## src/rtl/rca_serial_adder.sv

```systemverilog
// Multi-cycle ripple-carry adder: SLICE bits per clock, registered carry between slices.
// Optional build macro ADDER_SUB_EN adds a 'sub' input for A - B (A + ~B + 1).
module rca_serial_adder #(
    parameter int unsigned WIDTH = 8,
    parameter int unsigned SLICE = 4
) (
    input  logic             clk,
    input  logic             reset,
    input  logic             in_valid,
    output logic             in_ready,
    input  logic [WIDTH-1:0] A,
    input  logic [WIDTH-1:0] B,
    input  logic             Cin,
`ifdef ADDER_SUB_EN
    input  logic             sub,
`endif
    output logic             out_valid,
    input  logic             out_ready,
    output logic [WIDTH:0]   Sum,
    output logic             busy
);
    localparam int unsigned NSLICE = WIDTH / SLICE;
    localparam int unsigned CNT_W  = (NSLICE > 1) ? $clog2(NSLICE) : 1;
    localparam logic [CNT_W-1:0] LAST = CNT_W'(NSLICE - 1);

    typedef enum logic [1:0] {IDLE, RUN, DONE} state_t;

    state_t           state_q, state_d;
    logic [WIDTH-1:0] a_q, a_d;
    logic [WIDTH-1:0] b_q, b_d;
    logic [WIDTH-1:0] psum_q, psum_d;
    logic             carry_q, carry_d;
    logic [CNT_W-1:0] cnt_q, cnt_d;
    logic [WIDTH:0]   sum_q, sum_d;

    logic             accept;
    logic             b_inv;
    logic             cin_eff;
    logic [SLICE-1:0] a_sl;
    logic [SLICE-1:0] b_sl;
    logic [SLICE:0]   slice_res;

`ifdef ADDER_SUB_EN
    // Subtract: store ~B and force the initial carry, so A + ~B + 1.
    assign b_inv   = sub;
    assign cin_eff = sub | Cin;
`else
    assign b_inv   = 1'b0;
    assign cin_eff = Cin;
`endif

    always_comb begin
        state_d  = state_q;
        a_d      = a_q;
        b_d      = b_q;
        psum_d   = psum_q;
        carry_d  = carry_q;
        cnt_d    = cnt_q;
        sum_d    = sum_q;

        in_ready = (state_q == IDLE) || ((state_q == DONE) && out_ready);
        accept   = in_valid && in_ready;

        a_sl      = a_q[int'(cnt_q) * SLICE +: SLICE];
        b_sl      = b_q[int'(cnt_q) * SLICE +: SLICE];
        slice_res = {1'b0, a_sl} + {1'b0, b_sl} + {{SLICE{1'b0}}, carry_q};

        unique case (state_q)
            IDLE: begin
            end
            RUN: begin
                psum_d[int'(cnt_q) * SLICE +: SLICE] = slice_res[SLICE-1:0];
                carry_d = slice_res[SLICE];
                cnt_d   = cnt_q + CNT_W'(1);
                if (cnt_q == LAST) begin
                    sum_d   = {slice_res[SLICE], psum_d};
                    state_d = DONE;
                end
            end
            DONE: begin
                if (out_ready) state_d = IDLE;
            end
            default: state_d = IDLE;
        endcase

        // Accept overrides DONE retirement so a new operation starts without a bubble.
        if (accept) begin
            a_d     = A;
            b_d     = B ^ {WIDTH{b_inv}};
            carry_d = cin_eff;
            cnt_d   = '0;
            state_d = RUN;
        end
    end

    always_ff @(posedge clk or posedge reset) begin
        if (reset) begin
            state_q <= IDLE;
            a_q     <= '0;
            b_q     <= '0;
            psum_q  <= '0;
            carry_q <= 1'b0;
            cnt_q   <= '0;
            sum_q   <= '0;
        end else begin
            state_q <= state_d;
            a_q     <= a_d;
            b_q     <= b_d;
            psum_q  <= psum_d;
            carry_q <= carry_d;
            cnt_q   <= cnt_d;
            sum_q   <= sum_d;
        end
    end

    assign out_valid = (state_q == DONE);
    assign busy      = (state_q == RUN);
    assign Sum       = sum_q;

endmodule

```

## config.mk

```make
export PLATFORM = sky130hd
export DESIGN_NAME = rca_serial_adder
export DESIGN_NICKNAME = d
export VERILOG_FILES = /design/src/rtl/rca_serial_adder.sv
export SDC_FILE = /design/constraint.sdc
export NUM_CORES = 1
export LEC_CHECK = 0
export ABC_AREA = 0
export BUFFER_PORTS_ARGS = -buffer_cell sky130_fd_sc_hd__clkbuf_2
export CAP_MARGIN = 20
export CORE_MARGIN = 3
export CORE_UTILIZATION = 47
export DETAILED_ROUTE_END_ITERATION = 8
export GPL_ROUTABILITY_DRIVEN = 0
export GPL_TIMING_DRIVEN = 0
export HOLD_SLACK_MARGIN = 0.15
export PLACE_DENSITY = 0.85
export SLEW_MARGIN = 20
export SYNTH_ARGS = -nofsm -noshare
export SYNTH_HDL_FRONTEND = slang
export SYNTH_SLANG_ARGS = --single-unit
```

## constraint.sdc

```tcl
create_clock -name clk -period 2.1 [get_ports clk]
set_input_delay 0 -clock clk [delete_from_list [all_inputs] [get_ports clk]]
set_output_delay 0 -clock clk [all_outputs]
set_load 0.02 [all_outputs]
```

Word-level counts from Yosys, hierarchy flattened
Index checks and enable logic that the tools add are counted.
- add/sub/neg operators: 4
- muxes and demuxes: 9
- reduce and logical (&&, ||, !) cells: 7
- shift operators: 4
- equality and inequality tests: 5
- operator list (cell ; count):
    $neg 3->34 ; 1
    $shift 4x34->8 const A ; 1
    $shiftx 4x34->8 ; 1
    $shiftx 8x4->4 ; 2
    $bwmux 8 ; 1
    $mux 2 ; 3
    $ne 3x1->1 const B ; 2
    $pmux 2 s3 ; 1
    $add 4x4->5 ; 1
    $add 5x1->5 ; 1
    $mux 1 ; 4
    $reduce_and 3->1 ; 1
    $eq 2x1->1 const B ; 1
    $eq 2x2->1 const B ; 1
    $logic_and 1x1->1 ; 2
    $logic_not 2->1 ; 1
    $ne 2x2->1 const B ; 1
    $reduce_and 2->1 ; 1
    $reduce_bool 2->1 ; 1
    $add 1x1->1 const B ; 1
    $logic_or 1x1->1 ; 1
- output and inout bits: 12
- bits of input ports: 21
- logic and storage cells: 36
- register bits after elaboration: 37

Logic depth before layout (Yosys ltp)
Gate-level depths: netlist (run 1).
- word-level depth: 6
- depth in mapped cells: 8

Worst setup path before layout (run 1)
Ideal clock, no wire load.
- kind: register to register
- from: reg cnt_q
- to: reg sum_q[6] (netlist: Sum[6])
- arrival time: 1.913 ns
- period minus slack after synthesis: 2.031 ns
- stages on the path, launching flop included: 8
- library setup time: 0.118 ns
- slack: 0.069 ns
- path buffers: 1
- data required time: 1.982 ns
- cells stage by stage: dfrtp_1 > buf_2 > mux2i_1 > fa_1 > fa_1 > xor2_1 > nor2_1 > a21o_1
- cells in the longest elaborated chain, start to end: 5
- elaborated cells between the ends (all ways): 9
- ends and longest elaborated chain (item ; line ; text):
    start, declared ; 33 ; logic [CNT_W-1:0] cnt_q, cnt_d;
    start signal, assigned ; 111 ; cnt_q <= cnt_d;
    $shiftx 8x4->4 (on tied branches) ; 64, 65 ;
    $add 4x4->5 ; 66 ; slice_res = {1'b0, a_sl} + {1'b0, b_sl} + {{SLICE{1'b0}}, carry_q};
    $add 5x1->5 ; 66 ;
    $shiftx 4x34->8 ; 72 ; psum_d[int'(cnt_q) * SLICE +: SLICE] = slice_res[SLICE-1:0];
    $bwmux 8 ; 72 ;
    end signal, assigned ; 112 ; sum_q <= sum_d;
    end, declared ; 34 ; logic [WIDTH:0] sum_q, sum_d;
Parallel ways exist; a longest one is shown, timed or not.
A chain may end at the register's enable or synchronous reset.

Final worst setup path (run 1)
Same ends and word-level chain as after synthesis.

==> metrics, run 1 <==
vias in the first global route 1179; synth warn 0; setup_tns 0 ps; Die Footprint 3961 um2; FF+latch area 827.0 um2; pwr/cell area 1635 nW/um2; Fill cells 249; Cell variety after synth 27; CTS buffer count 5; Synth area leaders dfrtp_1 54%, mux2_2 16%, o21ai_0 3.3%; Post-Place Setup Slack -192.1 ps; Routed WL per cell 12.86 um; # diodes 0; DRC 0; area growth from synthesis to final layout 33.83%; max_cap viols 0; Tcrit/Tclk final 95.00%; Worst Path Required 2340 ps; TritonRoute pass-1 iters 4; initial antenna violation count 0; chip height 62.94 um; Placement Rows 20; Clk pin slew, worst setup/hold paths 100 ps; fraction of layout cells with a size suffix above 1 46.37%; Core Box Area 3078 um2; total gr overflow 0; crit start category flop; Die W 62.94 um; outcome complete, no violations; clock buffer depth 2; crit-path leading delay family adder cells; top cell type's share of synthesized area 54.19%; Root Driver clkbuf_4; Synth Instances 119; Crit-path slowest cell dfrtp_2; final wirelength 2868 um; Initial DRC Count 44; Clk Latency, worst-skew pair 340 ps; WS Path Type flop to flop; Worst IR Drop VDD 850.5 uV; Worst Tran Pin Value 661.8 ps; Data arrival, critical path 2240 ps; area of the multi-input gates 649.4 um2; cell mode on critical path fa_2; Yosys reg bits 33; CTS Sinks 33; largest net degree at the start of global routing 34; io pins 33; leading area contributor after synthesis dfrtp_1; Slew headroom 55.81%; Max Clk Rate 0.5013 GHz; Pleak 0.0009961 uW; H-tree depth 2; syn avg cell area 12.81 um2; most common cell after layout, fill and taps aside clkbuf_2; ANT nets after route 0; fin nets 204; HP Class primary input to flop; mapped cell area 1524 um2; final hold viol count 0; CTS tree built; DR vias 1074; CP Capture Type flop; Worst Path Buf+Inv 1; RSZ-0062 raised after global routing true; Max Slew Vio Count 0; Final min period 1995 ps; CP cell instances buf_6, mux2i_2, fa_2, fa_2, xor2_1, nor2_1, a21o_1; sequential area share after synthesis 54.19%; Crit Path Max Fanout 10; Syn Nets 145; final worst slack 105.1 ps; most frequent cells in the layout 33 x clkbuf_2, 32 x dfrtp_1, 21 x mux2_2; post-DP HPWL 2035 um; number of endpoints failing setup at the final stage 0; clk_skew 8.907 ps; post-DR vias/cell 4.816; CP max stage delay 430 ps; Initial Util 49.51%; port bufs 32; GRT Overall Usage 16.67%; global-route wire length before repair 5057 um
-- worst paths after layout --
path	from	to	slack (ps)	cells after the start
max in group asynchronous	reset	cnt_q	1350	3
setup reg to reg	cnt_q	Sum[6]	110	7
hold / removal	in_valid	cnt_q	220	5
hold reg to reg	psum_q[2]	psum_q[2]	490	2
setup / recovery	cnt_q	Sum[6]	110	7
min in group asynchronous	reset	Sum[6]	290	3
-- area by class of cell --
cell class	count	share of cell area, %
clock inverter	1	0.2454
inverter	8	1.595
buffer	6	2.331
multi-input combinational	72	31.84
timing repair buffer	52	17.55
clock buffer	7	3.190
sequential	33	40.55
tap	44	2.699
-- through the flow --
| step | hold slack, ps | total power [uW] | util [%] | cells | cell area (um2) |
|---|---|---|---|---|---|
| floorplan | 122.6 | 2371 | - | 119 | 1524 |
| global placement | 225.6 | 2696 | 56.50 | 195 | 1739 |
| detailed placement | 118.1 | 2803 | 56.50 | 195 | 1739 |
| CTS | 227.4 | 3262 | 65.41 | 223 | 2013 |
| global route | 274.0 | 3634 | 66.26 | 223 | 2039 |
| finish | 218.8 | 3334 | 66.26 | 223 | 2039 |
-- state kept, by name, summed over array words and instances (netlist names) --
| register | flops |
|---|---|
| Sum | 9 |
| a_q | 8 |
| b_q | 8 |
| carry_q | 1 |
| cnt_q | 1 |
| psum_q | 4 |
| state_q | 2 |
-- what timing repair did --
item | 4_1_cts | 5_1_grt
buffers inserted | 1 | 0
endpoints found under the setup margin | 8 | 5
pin swaps | 0 | 2
resized for setup | 3 | 6
hold buffers | 19 | 0
endpoints found under the hold margin | 51 | 0
-- tightest hold or removal path, cell delays in order --
cell and delay, ps:
clkbuf_2 80, inv_1 70, a211oi_2 50, buf_4 170, o21ai_0 160
-- report_power, final --
group / internal (uW) / leakage [uW] / total, uW / switching (uW)
logic: 899 / 0.000557 / 1790 / 895
registers: 956 / 0.000398 / 1140 / 184
clock network: 194 / 0.0000413 / 401 / 207
total: 2050 / 0.000996 / 3330 / 1290
-- cells by family (layout without fill, tap and decap cells) --
kind of cell             count (synthesis)  count (layout)  share of synthesized area (%)
flip-flops                              33              33                          54.19
multiplexers                            28              28                          21.10
AND/OR/NAND/NOR                         19              19                          6.404
AO/OA/AOI/OAI                           18              18                          7.225
buffers and inverters                   14              74                          4.844
adder cells (fa/ha/maj)                  5               5                          5.091
XOR/XNOR                                 2               2                          1.150
-- cell usage after synthesis (all sizes together) --
cell    instances
dfrtp          33
mux2           24
nand2          13
o21ai          10
inv             8
buf             5
mux2i           4
a21oi           3
ha              3
a21o            2
fa              2
nand2b          2
nor2            2
a211oi          1
a22o            1
and2b           1
clkbuf          1
o221ai          1
or2             1
xnor2           1
xor2            1
-- layer usage --
layer  vias to the layer above  track usage, %  part of all wire [%]
li1                        520               -                     -
met2                        25           28.85                    55
met1                       523           18.16                    39
met4                         0           5.510                   1.3
met3                         6           7.194                   4.8
met5                         -               0                     0
Power figures use the tool's default switching activity.
==> inputs of run 2 (changes only) <==
--- a/config.mk
+++ b/config.mk
@@ -6,11 +6,11 @@
 export NUM_CORES = 1
 export LEC_CHECK = 0
 export ABC_AREA = 0
-export BUFFER_PORTS_ARGS = -buffer_cell sky130_fd_sc_hd__clkbuf_2
 export CAP_MARGIN = 20
 export CORE_MARGIN = 3
-export CORE_UTILIZATION = 47
+export CORE_UTILIZATION = 55
 export DETAILED_ROUTE_END_ITERATION = 8
+export DONT_BUFFER_PORTS = 1
 export GPL_ROUTABILITY_DRIVEN = 0
 export GPL_TIMING_DRIVEN = 0
 export HOLD_SLACK_MARGIN = 0.15
==> run 2 against run 1 <==
Compared with the run above: utilization rose by 8.2 points; final area is 7.1% lower; largest cell class unchanged; hold slack lost 18 ps; fmax increased by 0.87%; clock-buffer cell count is the same; critical endpoint is now carry_q; die area is 13% lower; via count shrank 8.9%; largest power group unchanged; global-route usage rose by 2.3 points; clock power up 23%; non-clock buffer count fell by 30; cell count shrank 20%; critical path depth is 1 higher.
==> metrics, run 2 (synthesized netlist as in run 1, its figures left out) <==
Fill cells 172 (-31%); CP cell instances buf_6, mux2i_1, fa_2, fa_2, inv_1, a21o_1, a21oi_2, o221ai_1; fraction of layout cells with a size suffix above 1 32.89% (-13 points); max_cap viols 0 (unchanged); post-DP HPWL 1967 um (-3.4%); Worst IR Drop VDD 1167 uV (+37%); RSZ-0062 raised after global routing false; port bufs 0 (-100%); most frequent cells in the layout 33 x dfrtp_1, 21 x mux2_2, 21 x dlygate4sd3_1; Largest register FFs 9 (unchanged); Core Box Area 2545 um2 (-17%); crit start category flop; number of endpoints failing setup at the final stage 0 (unchanged); crit-path leading delay family adder cells; vias in the first global route 1001 (-15%); Worst Tran Pin Value 651.8 ps (-10.01 ps); Data arrival, critical path 2190 ps (-50 ps); GRT Overall Usage 19.02% (+2.3 points); io pins 33 (unchanged); final hold viol count 0 (unchanged); RR Endpoint carry_q; ANT nets after route 0 (unchanged); Routed WL per cell 15.79 um (+23%); Worst Path Buf+Inv 2 (+1); cell mode on critical path fa_2; CTS Sinks 33 (unchanged); initial antenna violation count 0 (unchanged); Root Driver clkbuf_4; outcome complete, no violations; # diodes 0 (unchanged); non-filler cells, final 179 (-20%); Max Slew Vio Count 0 (unchanged); Clk Latency, worst-skew pair 340 ps (about the same); Placement Rows 18 (-10%); R2R depth 8 (+1); fin nets 174 (-15%); Tcrit/Tclk final 94.18% (-0.82 points); post-DR vias/cell 5.464 (+13%); Final min period 1978 ps (-17.19 ps); Die W 58.64 um (-6.8%); DR vias 978 (-8.9%); Worst Path Required 2310 ps (-30 ps); pwr/cell area 1765 nW/um2 (+8.0%); FF+latch area 825.8 um2 (-0.15%); TritonRoute pass-1 iters 4 (unchanged); clk_skew 10.72 ps (+1.816 ps); DRC 0 (unchanged); area of the multi-input gates 649.4 um2 (unchanged); Slew headroom 56.48% (+0.67 points); area growth from synthesis to final layout 24.38%; hold slack 201.3 ps (-17.50 ps); Initial DRC Count 14 (-68%); global-route wire length before repair 4698 um (-7.1%); WS Path Type flop to flop; chip height 58.64 um (-6.8%); CTS tree built; total gr overflow 0 (unchanged); Clk pin slew, worst setup/hold paths 100 ps (about the same); largest net degree at the start of global routing 34 (unchanged); H-tree depth 2 (unchanged); crit path from cnt_q; Crit-path slowest cell dfrtp_1; clock buffer depth 2 (unchanged); Reg2Reg Setup Slack 120 ps (+20 ps); CTS buffer count 5 (unchanged); dpl cells 149 (-24%); Die Footprint 3439 um2 (-13%); CP Capture Type flop; Reg-to-Reg Start cnt_q; final wirelength 2826 um (-1.5%); CP max stage delay 380 ps (-50 ps); final core utilization 74.48% (+8.2 points); Initial Util 59.88% (+10 points); Max Clk Rate 0.5056 GHz (+0.87%); Pleak 0.0008739 uW (-12%); Crit Path Max Fanout 10 (unchanged); most common cell after layout, fill and taps aside dfrtp_1; HP Class primary input to asynchronous set/reset pin
-- run 2: layer usage --
metal  track usage, %  vias to the layer above  part of all wire (%)
met3            7.237                        6                   5.9
met2            33.81                       26                    52
met4            5.825                        0                   1.4
met5                0                        -                     0
met1            20.97                      482                    40
li1                 -                      464                     -
-- run 2: worst reg2reg max path, stage by stage (launching register included) --
cell	delay (ps)
dfrtp_1	380
buf_6	170
mux2i_1	290
fa_2	280
fa_2	220
inv_1	40
a21o_1	180
a21oi_2	170
o221ai_1	130
-- run 2: per-stage QoR --
stage	setup WS (ps)	power, uW	area (um2)	setup TNS [ps]
5_1_grt	12.20	3620	1896	0
2_1_floorplan	69.25	2371	1524	0
3_3_place_gp	-115.2	2584	1562	-345.4
6_report	122.3	3345	1896	0
4_1_cts	19.93	3263	1869	0
3_5_place_dp	-179.9	2700	1562	-740.4
-- run 2: worst max-delay path by stage --
stage,slack [ps],cells past startpoint,end
6_report,120,8,carry_q
5_1_grt,10,8,carry_q
4_1_cts,20,8,Sum[8]
3_5_place_dp,-180,8,carry_q
3_3_place_gp,-120,7,Sum[6]
2_1_floorplan,70,7,Sum[6]
-- run 2: layout make-up --
class	instances	area share, %
Multi-Input combinational cell	72	34.26
Buffer	6	2.508
Timing Repair Buffer	22	11.49
Clock inverter	1	1.584
Clock buffer	7	2.904
Sequential cell	33	43.56
Inverter	8	1.716
Tap cell	30	1.980
-- run 2: report_power, final --
part	switching [uW]	internal (uW)
Clock	209	284
Combinational	779	823
Sequential	297	953
Total	1280	2060
-- run 2: repair_timing --
action                                  CTS  global route
buffers inserted                          1             0
endpoints found under the hold margin    52             0
resized for setup                         2             5
endpoints found under the setup margin    6             4
pin swaps                                 0             1
hold buffers                             21             0
==> inputs of run 3 (changes only) <==
--- a/config.mk
+++ b/config.mk
@@ -5,7 +5,7 @@
 export SDC_FILE = /design/constraint.sdc
 export NUM_CORES = 1
 export LEC_CHECK = 0
-export ABC_AREA = 0
+export ABC_AREA = 1
 export CAP_MARGIN = 20
 export CORE_MARGIN = 3
 export CORE_UTILIZATION = 55
==> run 3 against run 2 <==
Compared with the run above: critical endpoint is now psum_q[1]; synthesized cell count grew 55%; utilization is 2.4 points higher; via count rose by 39%; register-to-register slack better by 30 ps; die area grew 1.2%; largest power group unchanged; largest cell class unchanged; setup slack gained 30 ps; non-clock buffer count is 11 higher; flip-flop and latch count unchanged; combinational power increased by 2%; clock skew decreased by 2.1 ps; global-route usage is 5.0 points higher.
==> metrics, run 3 <==
CP cell instances mux2i_2, fa_2, fa_2, inv_1, nor2_1, a21oi_1; switching share of power 45.61% (+7.2 points); initial antenna violation count 0 (unchanged); Worst Tran Pin Value 659.0 ps (+7.135 ps); area growth from synthesis to final layout 27.69%; Post-Place Setup Slack -49.60 ps (+130.3 ps); Crit-path slowest cell fa_2; Final min period 1948 ps (-29.62 ps); mapped cell area 1545 um2 (+1.4%); crit start category flop; TritonRoute pass-1 iters 4 (unchanged); sequential area share after synthesis 53.44% (-0.75 points); most common cell after layout, fill and taps aside nand2_1; Die W 59.01 um (+0.62%); Yosys reg bits 33 (unchanged); Synth area leaders dfrtp_1 53%, nand2_1 17%, nand3_1 7.4%; Fill cells 174 (+1.2%); final wirelength 3534 um (+25%); pwr/cell area 1644 nW/um2 (-6.8%); DR vias 1364 (+39%); Placement Rows 18 (unchanged); Routed WL per cell 13.97 um (-12%); Clk Latency, worst-skew pair 340 ps (about the same); WS Path Type flop to flop; outcome complete, no violations; Worst Path Required 2320 ps (about the same); ANT nets after route 0 (unchanged); RSZ-0062 raised after global routing false; sequential share of power 38.4% (+1.0 points); Cell variety after synth 20 (-26%); fin nets 249 (+43%); # diodes 0 (unchanged); clock share of power 11.0% (-3.7 points); total gr overflow 0 (unchanged); crit-path leading delay family adder cells; Synth Instances 184 (+55%); count leader, synth nand2_1; clock buffer depth 2 (unchanged); Tcrit/Tclk final 92.77% (-1.4 points); area of the multi-input gates 631.9 um2 (-2.7%); cell-internal power 1764 uW (-14%); CTS buffer count 5 (unchanged); Root Driver clkbuf_4; most frequent cells in the layout 68 x nand2_1, 32 x dfrtp_1, 30 x dlygate4sd3_1; H-tree depth 2 (unchanged); final hold viol count 0 (unchanged); Worst IR Drop VDD 1236 uV (+5.9%); Syn Nets 210 (+45%); Pleak 0.001013 uW (+16%); Largest register FFs 9 (unchanged); io pins 33 (unchanged); CP max stage delay 520 ps (+140 ps); Slew headroom 56.00% (-0.48 points); clk_skew 8.589 ps (-2.134 ps); number of endpoints failing setup at the final stage 0 (unchanged); CTS Sinks 33 (unchanged); Initial DRC Count 45 (+31); max_cap viols 0 (unchanged); Critical Path Stages 6 (-2); commonest cells in the netlist 68 x nand2_1, 33 x dfrtp_1, 23 x nand3_1, 14 x inv_1; Worst Path Buf+Inv 1 (-1); synth warn 0 (unchanged); final worst slack 151.9 ps (+29.62 ps); port bufs 0 (unchanged); global-route wire length before repair 6141 um (+31%); top cell type's share of synthesized area 53.44% (-0.75 points); FFs w/ async S/R, synth 100.0% (unchanged); fraction of layout cells with a size suffix above 1 12.11% (-21 points); syn avg cell area 8.398 um2 (-34%); Comb pwr share 50.6% (+2.7 points); FF+latch area 827.0 um2 (+0.15%); Max Slew Vio Count 0 (unchanged); largest net degree at the start of global routing 34 (unchanged); post-DP HPWL 2235 um (+14%); chip height 59.01 um (+0.62%); post-DR vias/cell 5.391 (-1.3%); number of flops mapped to enable cells by yosys 0 (unchanged); Top FF cell, synth dfrtp_1; GRT Overall Usage 24.02% (+5.0 points); Clk pin slew, worst setup/hold paths 90 ps (about the same); cell mode on critical path fa_2; vias in the first global route 1416 (+41%); Die Footprint 3482 um2 (+1.2%); CP Capture Type flop; NetSw 1480 uW (+15%); Data arrival, critical path 2170 ps (-20 ps); Max Clk Rate 0.5133 GHz (+1.5%); final core utilization 76.85% (+2.4 points); DRC 0 (unchanged); Core Box Area 2567 um2 (+0.88%); leading area contributor after synthesis dfrtp_1; HP Class primary input to asynchronous set/reset pin; CTS tree built; R2R depth 6 (-2); Crit Path Max Fanout 8 (-2); Initial Util 60.19% (+0.30 points)
[run 3: worst register-to-register path, stage by stage, from the launching register on]
cell and delay [ps]:
dfrtp_2 500, mux2i_2 200, fa_2 410, fa_2 520
inv_1 50, nor2_1 100, a21oi_1 50
[run 3: cell type report]
type	instances	area share (%)
plain buffers	6	1.395
repair buffers	33	16.36
well taps	30	1.902
flip-flops and latches	33	41.92
inverters	19	3.614
clock buffers	7	2.790
multi-input cells	125	32.02
[run 3: through the flow]
step,std cells,TNS [ps],hold slack (ps),total power (uW),instance area [um2]
2_1_floorplan,184,0,128.9,2334,1545
3_3_place_gp,214,-43.10,142.3,2566,1583
3_5_place_dp,214,-172.1,11.39,2654,1583
4_1_cts,251,0,217.1,3170,1951
5_1_grt,253,0,251.5,3564,1973
6_report,253,0,203.0,3244,1973
[run 3: power groups by stage]
stage	Sequential, uW	Combinational [uW]	Clock, uW
after global routing	1280	1900	388
after global placement	1220	1350	0
after floorplan	1180	1150	0
after CTS	1220	1590	362
final	1240	1640	358
after detailed placement	1230	1420	0
[run 3: cell families (layout without fill, tap and decap cells)]
family,Yosys count,count (layout),share of synthesized area (%)
multiplexers,2,2,1.296
buffers and inverters,26,65,6.721
AO/OA/AOI/OAI,16,16,5.425
adder cells (fa/ha/maj),5,5,5.021
AND/OR/NAND/NOR,101,101,27.53
flip-flops,33,33,53.44
XOR/XNOR,1,1,0.5669
[run 3: final timing paths]
kind                           from  slack, ps         to
max in group asynchronous     reset       1440      cnt_q
min in group clk           in_valid        330     a_q[1]
min reg2reg                  b_q[4]        490     b_q[4]
max reg2reg                   cnt_q        150  psum_q[1]
max                           cnt_q        150  psum_q[1]
min                           reset        200     Sum[1]
[run 3: what timing repair did]
action                                  in CTS  in global routing
resized for setup                            4                  3
endpoints found under the setup margin       4                  6
setup buffers                                0                  3
endpoints found under the hold margin       51                  0
hold buffers                                30                  0
pin swaps                                    0                  1
[run 3: per-layer routing]
| metal | global-route usage, % | up-vias | part of all wire (%) |
|---|---|---|---|
| met3 | 6.972 | 13 | 6.5 |
| met4 | 10.68 | 0 | 3.0 |
| met1 | 26.72 | 642 | 38 |
| met5 | 0 | - | 0 |
| met2 | 42.27 | 54 | 52 |
| li1 | - | 655 | - |
